[src/rtl/alu_cmd_sequencer.sv]
`default_nettype none
// ============================================================================
// Module      : alu_cmd_sequencer
// Description : Takes 2-byte command frames from an RX byte stream, drives the
//               4-bit ALU, waits out its settle time and replies on a TX stream.
// Revision    : 1.0 - initial release
// ============================================================================
module alu_cmd_sequencer #(
    parameter int SETTLE_CYCLES  = 2,
    parameter int TIMEOUT_CYCLES = 1000
) (
    input  logic       clk,
    input  logic       rst,
    input  logic [7:0] rx_data,
    input  logic       rx_valid,
    output logic       rx_ready,
    output logic [1:0] alu_op,
    output logic [3:0] alu_a,
    output logic [3:0] alu_b,
    input  logic [3:0] alu_r,
    output logic [7:0] tx_data,
    output logic       tx_valid,
    input  logic       tx_ready,
    output logic       busy,
    output logic       err_pulse
);

    localparam int              TMO_W        = $clog2(TIMEOUT_CYCLES);
    localparam logic [TMO_W-1:0] c_TMO_LAST   = TMO_W'(TIMEOUT_CYCLES - 1);
    // The settle counter runs 0..SETTLE_CYCLES, giving SETTLE_CYCLES+1 clocks
    // from the operand update edge to tx_valid.
    localparam logic [3:0]      c_SETTLE_LAST = 4'(SETTLE_CYCLES);
    localparam logic [7:0]      c_ERR_BYTE    = 8'hEE;
    localparam logic [5:0]      c_HDR_PREFIX  = 6'b101000;

    typedef enum logic [1:0] {
        ST_IDLE   = 2'd0,
        ST_GET_AB = 2'd1,
        ST_SETTLE = 2'd2,
        ST_RESP   = 2'd3
    } state_t;

    state_t             r_state;
    state_t             w_next_state;
    logic               r_rx_ready;
    logic [1:0]         r_op_latch,  w_op_latch_next;
    logic [1:0]         r_alu_op,    w_alu_op_next;
    logic [3:0]         r_alu_a,     w_alu_a_next;
    logic [3:0]         r_alu_b,     w_alu_b_next;
    logic [7:0]         r_tx_data,   w_tx_data_next;
    logic               r_err,       w_err_next;
    logic [TMO_W-1:0]   r_tmo_cnt,   w_tmo_cnt_next;
    logic [3:0]         r_set_cnt,   w_set_cnt_next;
    logic               w_rx_fire;

    assign w_rx_fire = rx_valid & r_rx_ready;

    always_comb begin
        w_next_state    = r_state;
        w_op_latch_next = r_op_latch;
        w_alu_op_next   = r_alu_op;
        w_alu_a_next    = r_alu_a;
        w_alu_b_next    = r_alu_b;
        w_tx_data_next  = r_tx_data;
        w_err_next      = 1'b0;
        w_tmo_cnt_next  = r_tmo_cnt;
        w_set_cnt_next  = r_set_cnt;
        case (r_state)
            ST_IDLE: begin
                if (w_rx_fire) begin
                    if (rx_data[7:2] == c_HDR_PREFIX) begin
                        w_op_latch_next = rx_data[1:0];
                        w_tmo_cnt_next  = '0;
                        w_next_state    = ST_GET_AB;
                    end else begin
                        w_err_next     = 1'b1;
                        w_tx_data_next = c_ERR_BYTE;
                        w_next_state   = ST_RESP;
                    end
                end
            end
            ST_GET_AB: begin
                if (w_rx_fire) begin
                    w_alu_a_next   = rx_data[7:4];
                    w_alu_b_next   = rx_data[3:0];
                    w_alu_op_next  = r_op_latch;
                    w_set_cnt_next = '0;
                    w_next_state   = ST_SETTLE;
                end else if (r_tmo_cnt == c_TMO_LAST) begin
                    w_err_next     = 1'b1;
                    w_tx_data_next = c_ERR_BYTE;
                    w_next_state   = ST_RESP;
                end else begin
                    w_tmo_cnt_next = r_tmo_cnt + TMO_W'(1);
                end
            end
            ST_SETTLE: begin
                if (r_set_cnt == c_SETTLE_LAST) begin
                    w_tx_data_next = {4'h5, alu_r};
                    w_next_state   = ST_RESP;
                end else begin
                    w_set_cnt_next = r_set_cnt + 4'd1;
                end
            end
            ST_RESP: begin
                if (tx_ready) begin
                    w_next_state = ST_IDLE;
                end
            end
            default: begin
                w_next_state = ST_IDLE;
            end
        endcase
    end

    always_ff @(posedge clk) begin
        if (rst) begin
            r_state    <= ST_IDLE;
            r_rx_ready <= 1'b0;
            r_op_latch <= 2'b00;
            r_alu_op   <= 2'b00;
            r_alu_a    <= 4'h0;
            r_alu_b    <= 4'h0;
            r_tx_data  <= 8'h00;
            r_err      <= 1'b0;
            r_tmo_cnt  <= '0;
            r_set_cnt  <= '0;
        end else begin
            r_state    <= w_next_state;
            // Registered so the upstream sees a glitch-free ready derived from the coming state.
            r_rx_ready <= (w_next_state == ST_IDLE) || (w_next_state == ST_GET_AB);
            r_op_latch <= w_op_latch_next;
            r_alu_op   <= w_alu_op_next;
            r_alu_a    <= w_alu_a_next;
            r_alu_b    <= w_alu_b_next;
            r_tx_data  <= w_tx_data_next;
            r_err      <= w_err_next;
            r_tmo_cnt  <= w_tmo_cnt_next;
            r_set_cnt  <= w_set_cnt_next;
        end
    end

    assign rx_ready  = r_rx_ready;
    assign alu_op    = r_alu_op;
    assign alu_a     = r_alu_a;
    assign alu_b     = r_alu_b;
    assign tx_data   = r_tx_data;
    assign tx_valid  = (r_state == ST_RESP);
    assign busy      = (r_state != ST_IDLE);
    assign err_pulse = r_err;

endmodule
`default_nettype wire

[config.mk]
export PLATFORM = sky130hd
export DESIGN_NAME = alu_cmd_sequencer
export DESIGN_NICKNAME = d
export VERILOG_FILES = /design/src/rtl/alu_cmd_sequencer.sv
export SDC_FILE = /design/constraint.sdc
export NUM_CORES = 1
export LEC_CHECK = 0
export ABC_AREA = 1
export BUFFER_PORTS_ARGS = -buffer_cell sky130_fd_sc_hd__buf_2
export CORE_MARGIN = 2
export CORE_UTILIZATION = 35
export DETAILED_ROUTE_END_ITERATION = 12
export GPL_TIMING_DRIVEN = 0
export PLACE_DENSITY = 0.64
export SLEW_MARGIN = 20
export SYNTH_ARGS = -nofsm -noshare
export SYNTH_HDL_FRONTEND = slang
export SYNTH_SLANG_ARGS = --single-unit
[constraint.sdc]
create_clock -name clk -period 3.8 [get_ports clk]
set_clock_uncertainty 0.2 [all_clocks]
set_input_delay 0.76 -clock clk [delete_from_list [all_inputs] [get_ports clk]]
set_output_delay 0.76 -clock clk [all_outputs]
set_load 0.01 [all_outputs]
==> results of run 1 <==
[cell type report]
type | instances | area [µm²]
Tap cell | 70 | 87.58
Clock inverter | 1 | 30.03
Fill cell | 553 | 2895
Inverter | 39 | 156.4
Timing Repair Buffer | 37 | 185.2
Sequential cell | 37 | 740.7
Multi-Input combinational cell | 187 | 977.2
Buffer | 7 | 46.29
Clock buffer | 7 | 86.33
[worst min-delay path: cells and delay by family, from the launching register on]
kind | cells | cell delay, ns
buf+inv | 1 | 0.05
compound gates | 1 | 0.06
flops | 1 | 0.31
[routing by layer]
layer  GRT usage  part of all wire
met2      0.2181              0.45
met3     0.03563             0.030
met1      0.1920              0.51
met5           0                 0
met4     0.04737            0.0078
[state kept, by name, summed over array words and instances, names as in the netlist]
signal and cells:
r_tmo_cnt 10, tx_data 7, alu_a 4, alu_b 4
r_set_cnt 4, alu_op 2, r_op_latch 2, r_state 2
err_pulse 1, rx_ready 1
[worst max path at each step]
stage,from,end,slack (ns),cells past startpoint
floorplan,rx_valid,tx_data[1]$_SDFFE_PP0P_,1.87,8
global placement,rx_valid,tx_data[1]$_SDFFE_PP0P_,1.67,9
detailed placement,rx_valid,tx_data[3]$_SDFFE_PP0P_,1.66,9
CTS,r_state[0]$_SDFF_PP0_,busy,1.69,3
global route,r_state[0]$_SDFF_PP0_,tx_valid,1.66,3
finish,r_state[0]$_SDFF_PP0_,busy,1.71,3
[metrics by stage]
stage	power (W)	setup slack (ns)	utilization
after floorplan	0.0006497	1.867	-
after global placement	0.0007191	1.666	0.4214
after detailed placement	0.0007206	1.661	0.4214
after CTS	0.001077	1.694	0.4438
after global routing	0.001130	1.656	0.4438
final	0.001062	1.709	0.4438
[Yosys cell counts (all sizes together)]
| master | n |
|---|---|
| buf | 5 |
| o21bai | 1 |
| nor2 | 55 |
| ha | 3 |
| inv | 39 |
| o21ai | 16 |
| nand4 | 4 |
| nand2 | 61 |
| nor3 | 4 |
| clkbuf | 2 |
| xor2 | 1 |
| nand3 | 21 |
| a41oi | 1 |
| o211ai | 1 |
| a21oi | 17 |
| dfxtp | 37 |
| or2 | 2 |
[power breakdown]
| part | switching [W] | internal [W] |
|---|---|---|
| logic | 0.000165 | 0.0000994 |
| clock network | 0.000139 | 0.000214 |
| registers | 0.0000225 | 0.000422 |
[cells by family (layout without fill, tap and decap cells)]
kind of cell / Yosys count / after routing / share of synthesized area
compound gates: 36 / 36 / 0.1062
xor+xnor: 1 / 1 / 0.004561
simple gates: 147 / 147 / 0.3785
fa+ha+maj: 3 / 3 / 0.01955
buf+inv: 46 / 91 / 0.1055
flops: 37 / 37 / 0.3857
==> results.cfg, run 1 <==
[die]
die_w_um = 78.08
core_mm2 = 0.005205
io_pins = 38
die_y_um = 78.08
initial_core_util = 0.3690
dieArea_mm2 = 0.006096
num_rows = 26

[clock_network]
cts-hold-fix-buffers = 0
postCtsSetupBuffers = 0
cts.reportedPaths.clkPinSlew_ns = 0.08
ctsRootBufferMaster = clkbuf_8
cts_num_sinks = 37
cts_tree = done
cts_resized = 0
cts_htree_levels = 2
cts_buffers = 5
cts_buffer_depth = 2
clk_latency_ns = 0.29

[placed_design]
dp_hpwl_mm = 3.030
postPlaceCellArea_mm2 = 0.002193
io_buffers = 37
placed_cells = 377
routabilityCongestion = 0.8538

[sta]
fin_setup_tns_ns = 0
fin_crit_ns = 2.091
relSlewSlack = 0.6068
holdWs_ns = 0.2591
post-route-period-util = 0.5503
worstMarginPinSlew_ns = 0.5898
drv_slew = 0
setup_viol = 0
hold_viol_final = 0
rsz0062_at_grt = false
max_freq_mhz = 478.2

[route]
drt-wirelength-per-cell_um = 10.38
first_iter_violations = 61
routed_wirelength_mm = 3.998
vias_per_cell = 4.418
vias = 1701
drc = 0
antenna_left = 0
first_pass_iters = 4

[power_and_ir_drop]
powerDensity_mw_per_mm2 = 459.7
max-vdd-ir-drop_mv = 0.1929
cellLeakagePower_nw = 1.125

[layout]
synthToLayoutAreaGrowth_pct = 20.26
drive_gt1_frac = 0.2349
final_cells = 385
layout_common_cells = nand2_1, nor2_1, buf_2
fin_area_mm2 = 0.002310
layout_commonest_cell = nand2_1
diodes = 0
nets = 333

[synthesis]
ys_ff_latch = 37
synth_top_cell_by_area = dfxtp_1
ys_seq_area_frac = 0.3857
syn_inst = 270
synthTopCellsByArea = dfxtp_1, nand2_1, nor2_1
synth_warnings = 0
syn_area_mm2 = 0.001921
synth.distinct_cells = 35
syn_nets = 289
yosysTopAreaCellShare = 0.3857
syn_area_per_cell_um2 = 7.113

[global_routing]
gr-total-overflow = 0
grt_start_max_net_pins = 12
grt_pass1_vias = 1535
grtUsageTotal = 0.1411
grt_antenna_before_repair = 0
grt_pass1_wl_mm = 6.872

[hold_path]
min_to = tx_data[6]$_SDFFE_PP0P_
hold_path_depth = 2
hold_start = tx_data[6]$_SDFFE_PP0P_
hold_path.class = reg -> reg

[worst_setup_path]
cp_top_family = flip-flops
critPathRequiredTime_ns = 2.84
startpoint_type = flop
r2r_cells = 10
crit_slowest_cell = dfxtp_1
cp.arrival_ns = 1.13
worstReg2RegEnd = r_tmo_cnt[7]$_SDFFE_PP0P_
ff2ff_setup_slack_ns = 2.04
critPathKind = reg -> out
cp_slowest_stage_delay_ns = 0.39
path_cells = nor2_4, inv_1, buf_2
end_kind = output pin
path_max_fanout = 5
reg2reg_from = r_tmo_cnt[0]$_SDFFE_PP0P_
crit_buf_inv = 2

[run]
drv_cap = 0

[outcome]
status = finished, final reports clean
(Power assumes the default switching activity.)
==> run 2: changes to the inputs <==
--- a/config.mk
+++ b/config.mk
@@ -5,13 +5,13 @@
 export SDC_FILE = /design/constraint.sdc
 export NUM_CORES = 1
 export LEC_CHECK = 0
-export ABC_AREA = 1
+export ABC_AREA = 0
 export BUFFER_PORTS_ARGS = -buffer_cell sky130_fd_sc_hd__buf_2
 export CORE_MARGIN = 2
 export CORE_UTILIZATION = 35
 export DETAILED_ROUTE_END_ITERATION = 12
 export GPL_TIMING_DRIVEN = 0
-export PLACE_DENSITY = 0.64
+export PLACE_DENSITY = 0.65
 export SLEW_MARGIN = 20
 export SYNTH_ARGS = -nofsm -noshare
 export SYNTH_HDL_FRONTEND = slang
==> constraint.sdc (replaced) <==
create_clock -name clk -period 2.1 [get_ports clk]
set_clock_uncertainty 0.2 [all_clocks]
set_input_delay 0.42 -clock clk [delete_from_list [all_inputs] [get_ports clk]]
set_output_delay 0.42 -clock clk [all_outputs]
set_load 0.01 [all_outputs]
==> run 2 against run 1 <==
Net effect:
- final cell count is 20% lower
- critical endpoint is now tx_data[5]$_SDFFE_PP0P_
- total power rose by 70%
- clock power is 110% higher
- register-to-register slack got worse by 1.9 ns
==> results.cfg, run 2 <==
[worst_setup_path]
crit_slowest_cell = dfxtp_1
critPathRequiredTime_ns = 2.09
startpoint_type = flop
ff2ff_setup_slack_ns = 0.12
cp_slowest_stage_delay_ns = 0.38
cp.arrival_ns = 1.98
critPathKind = reg -> reg
path_cells = ha_2, nor4bb_2, and3_4, buf_6, a221oi_4, buf_4, a211oi_1
end_kind = flop
path_max_fanout = 8

[clock_network]
cts-hold-fix-buffers = 0
cts_num_sinks = 37
ctsRootBufferMaster = clkbuf_8
cts_htree_levels = 2
cts_buffer_depth = 2
cts_buffers = 5
clk_latency_ns = 0.28
cts_tree = done
cts.reportedPaths.clkPinSlew_ns = 0.08

[layout]
final_cells = 308
fin_util = 0.4543
drive_gt1_frac = 0.2739
layout_common_cells = buf_2, dfxtp_1, nand2_1
largest_reg_flops = 10
diodes = 0
nets = 259
layout_commonest_cell = buf_2
synthToLayoutAreaGrowth_pct = 25.55
largest_register = r_tmo_cnt

[synthesis]
ys_seq_area_frac = 0.4334
yosysTopAreaCellShare = 0.4334
ys_ff_latch = 37
yosysMostFrequentCell = dfxtp_1
syn_inst = 194
ys_async_sr_fraction = 0
synth-edff-count = 0
syn_area_mm2 = 0.001709
synth.distinct_cells = 50
synthTopCellsByArea = dfxtp_1, nand2_1, a21oi_1
synth_top_flop_cell = dfxtp_1
netlist_top_cells_count = dfxtp_1, nand2_1, a21oi_1
syn_area_per_cell_um2 = 8.810
synth_warnings = 0
syn_nets = 213
synth_top_cell_by_area = dfxtp_1

[die]
num_rows = 25
io_pins = 38
die_y_um = 73.88
initial_core_util = 0.3619
core_mm2 = 0.004723
die_w_um = 73.88
dieArea_mm2 = 0.005458

[global_routing]
grt_pass1_wl_mm = 6.382
grt_pass1_vias = 1450
grt_start_max_net_pins = 13
gr-total-overflow = 0
grtUsageTotal = 0.1509
grt_antenna_before_repair = 0

[power_and_ir_drop]
p_sw_w = 0.0004598
p_int_w = 0.001341
pwr-share-clk = 0.402
power_w = 0.001801
pwr-share-comb = 0.168
p_seq_frac = 0.430
p_sw_frac = 0.2553
cellLeakagePower_nw = 0.8525
max-vdd-ir-drop_mv = 0.4655
powerDensity_mw_per_mm2 = 839.2

[route]
drc = 0
met1_length_mm = 1.760
antenna_left = 0
vias = 1547
vias_per_cell = 5.023
routed_wirelength_mm = 3.947
first_iter_violations = 59
top_layer_used = met4
wl_met2_mm = 2.001
first_pass_iters = 4
met3_length_um = 154
drt-wirelength-per-cell_um = 12.81

[placed_design]
placed_cells = 298
routabilityCongestion = 0.7625
dp_hpwl_mm = 2.843
io_buffers = 37
place_ws_ns = -0.01284

[sta]
rsz0062_at_grt = false
setup_viol = 0
post-route-period-util = 0.9447
fin_crit_ns = 1.984
hold_viol_final = 0
drv_slew = 0
worst_slack_ns = 0.1162
max_freq_mhz = 504.1
worstMarginPinSlew_ns = 0.5307
relSlewSlack = 0.6462

[outcome]
status = finished, final reports clean

[hold_path]
hold_path.class = in -> reg

[run]
drv_cap = 0
==> run 2: layer usage <==
metal / track usage / vias to the layer above
li1: - / 794
met1: 0.1834 / 721
met2: 0.2589 / 30
met3: 0.04115 / 2
met4: 0.04444 / 0
met5: 0 / -
==> run 2: cell families after synthesis <==
logic type | synth area share
adder cells (fa/ha/maj) | 0.02196
flip-flops | 0.4334
multiplexers | 0.04173
AO/OA/AOI/OAI | 0.1918
XOR/XNOR | 0.01538
AND/OR/NAND/NOR | 0.2511
buffers and inverters | 0.04465
==> run 2: final cells by class <==
| cell class | instances | area, µm² |
|---|---|---|
| clock inverters | 3 | 65.06 |
| plain buffers | 11 | 55.05 |
| flip-flops and latches | 37 | 742.0 |
| clock buffers | 5 | 68.82 |
| repair buffers | 39 | 200.2 |
| well taps | 67 | 83.83 |
| inverters | 6 | 22.52 |
| multi-input cells | 140 | 908.4 |
| fillers | 486 | 2577 |
==> run 2: worst max-delay path: cells and delay by family, from the launching register on <==
family          cells  cell delay (ns)
flops               1             0.38
buf+inv             2             0.30
simple gates        2             0.49
fa+ha+maj           1             0.22
compound gates      2             0.30
==> run 2: through the flow <==
stage	setup TNS, ns	cell area [µm²]	hold slack, ns
finish	0	2146	0.1746
global route	0	2146	0.1911
CTS	0	2127	0.1687
detailed placement	-0.01844	1978	0.2428
global placement	0	1978	0.2411
floorplan	0	1709	0.2312
==> run 2: power by group through the flow <==
| stage | Combinational, W | Clock, W | Sequential (W) |
|---|---|---|---|
| after global placement | 0.000289 | 0 | 0.000787 |
| after floorplan | 0.000183 | 0 | 0.000794 |
| after global routing | 0.000341 | 0.000763 | 0.000780 |
| after detailed placement | 0.000292 | 0 | 0.000788 |
| after CTS | 0.000302 | 0.000745 | 0.000772 |
| final | 0.000303 | 0.000724 | 0.000774 |
==> run 2: final timing paths <==
path                                  start                 endpoint  cells past startpoint
hold reg to reg     tx_data[6]$_SDFFE_PP0P_  tx_data[6]$_SDFFE_PP0P_                      2
setup / recovery  r_tmo_cnt[1]$_SDFFE_PP0P_  tx_data[5]$_SDFFE_PP0P_                      7
setup reg to reg  r_tmo_cnt[1]$_SDFFE_PP0P_  tx_data[5]$_SDFFE_PP0P_                      7
hold / removal                   rx_data[7]    alu_a[3]$_SDFFE_PP0P_                      3
==> run 2: timing repair <==
action,CTS,global route
pin swaps,1,2
setup buffers,2,0
gates cloned,0,0
setup endpoints to repair,1,14
gates resized for setup,0,7
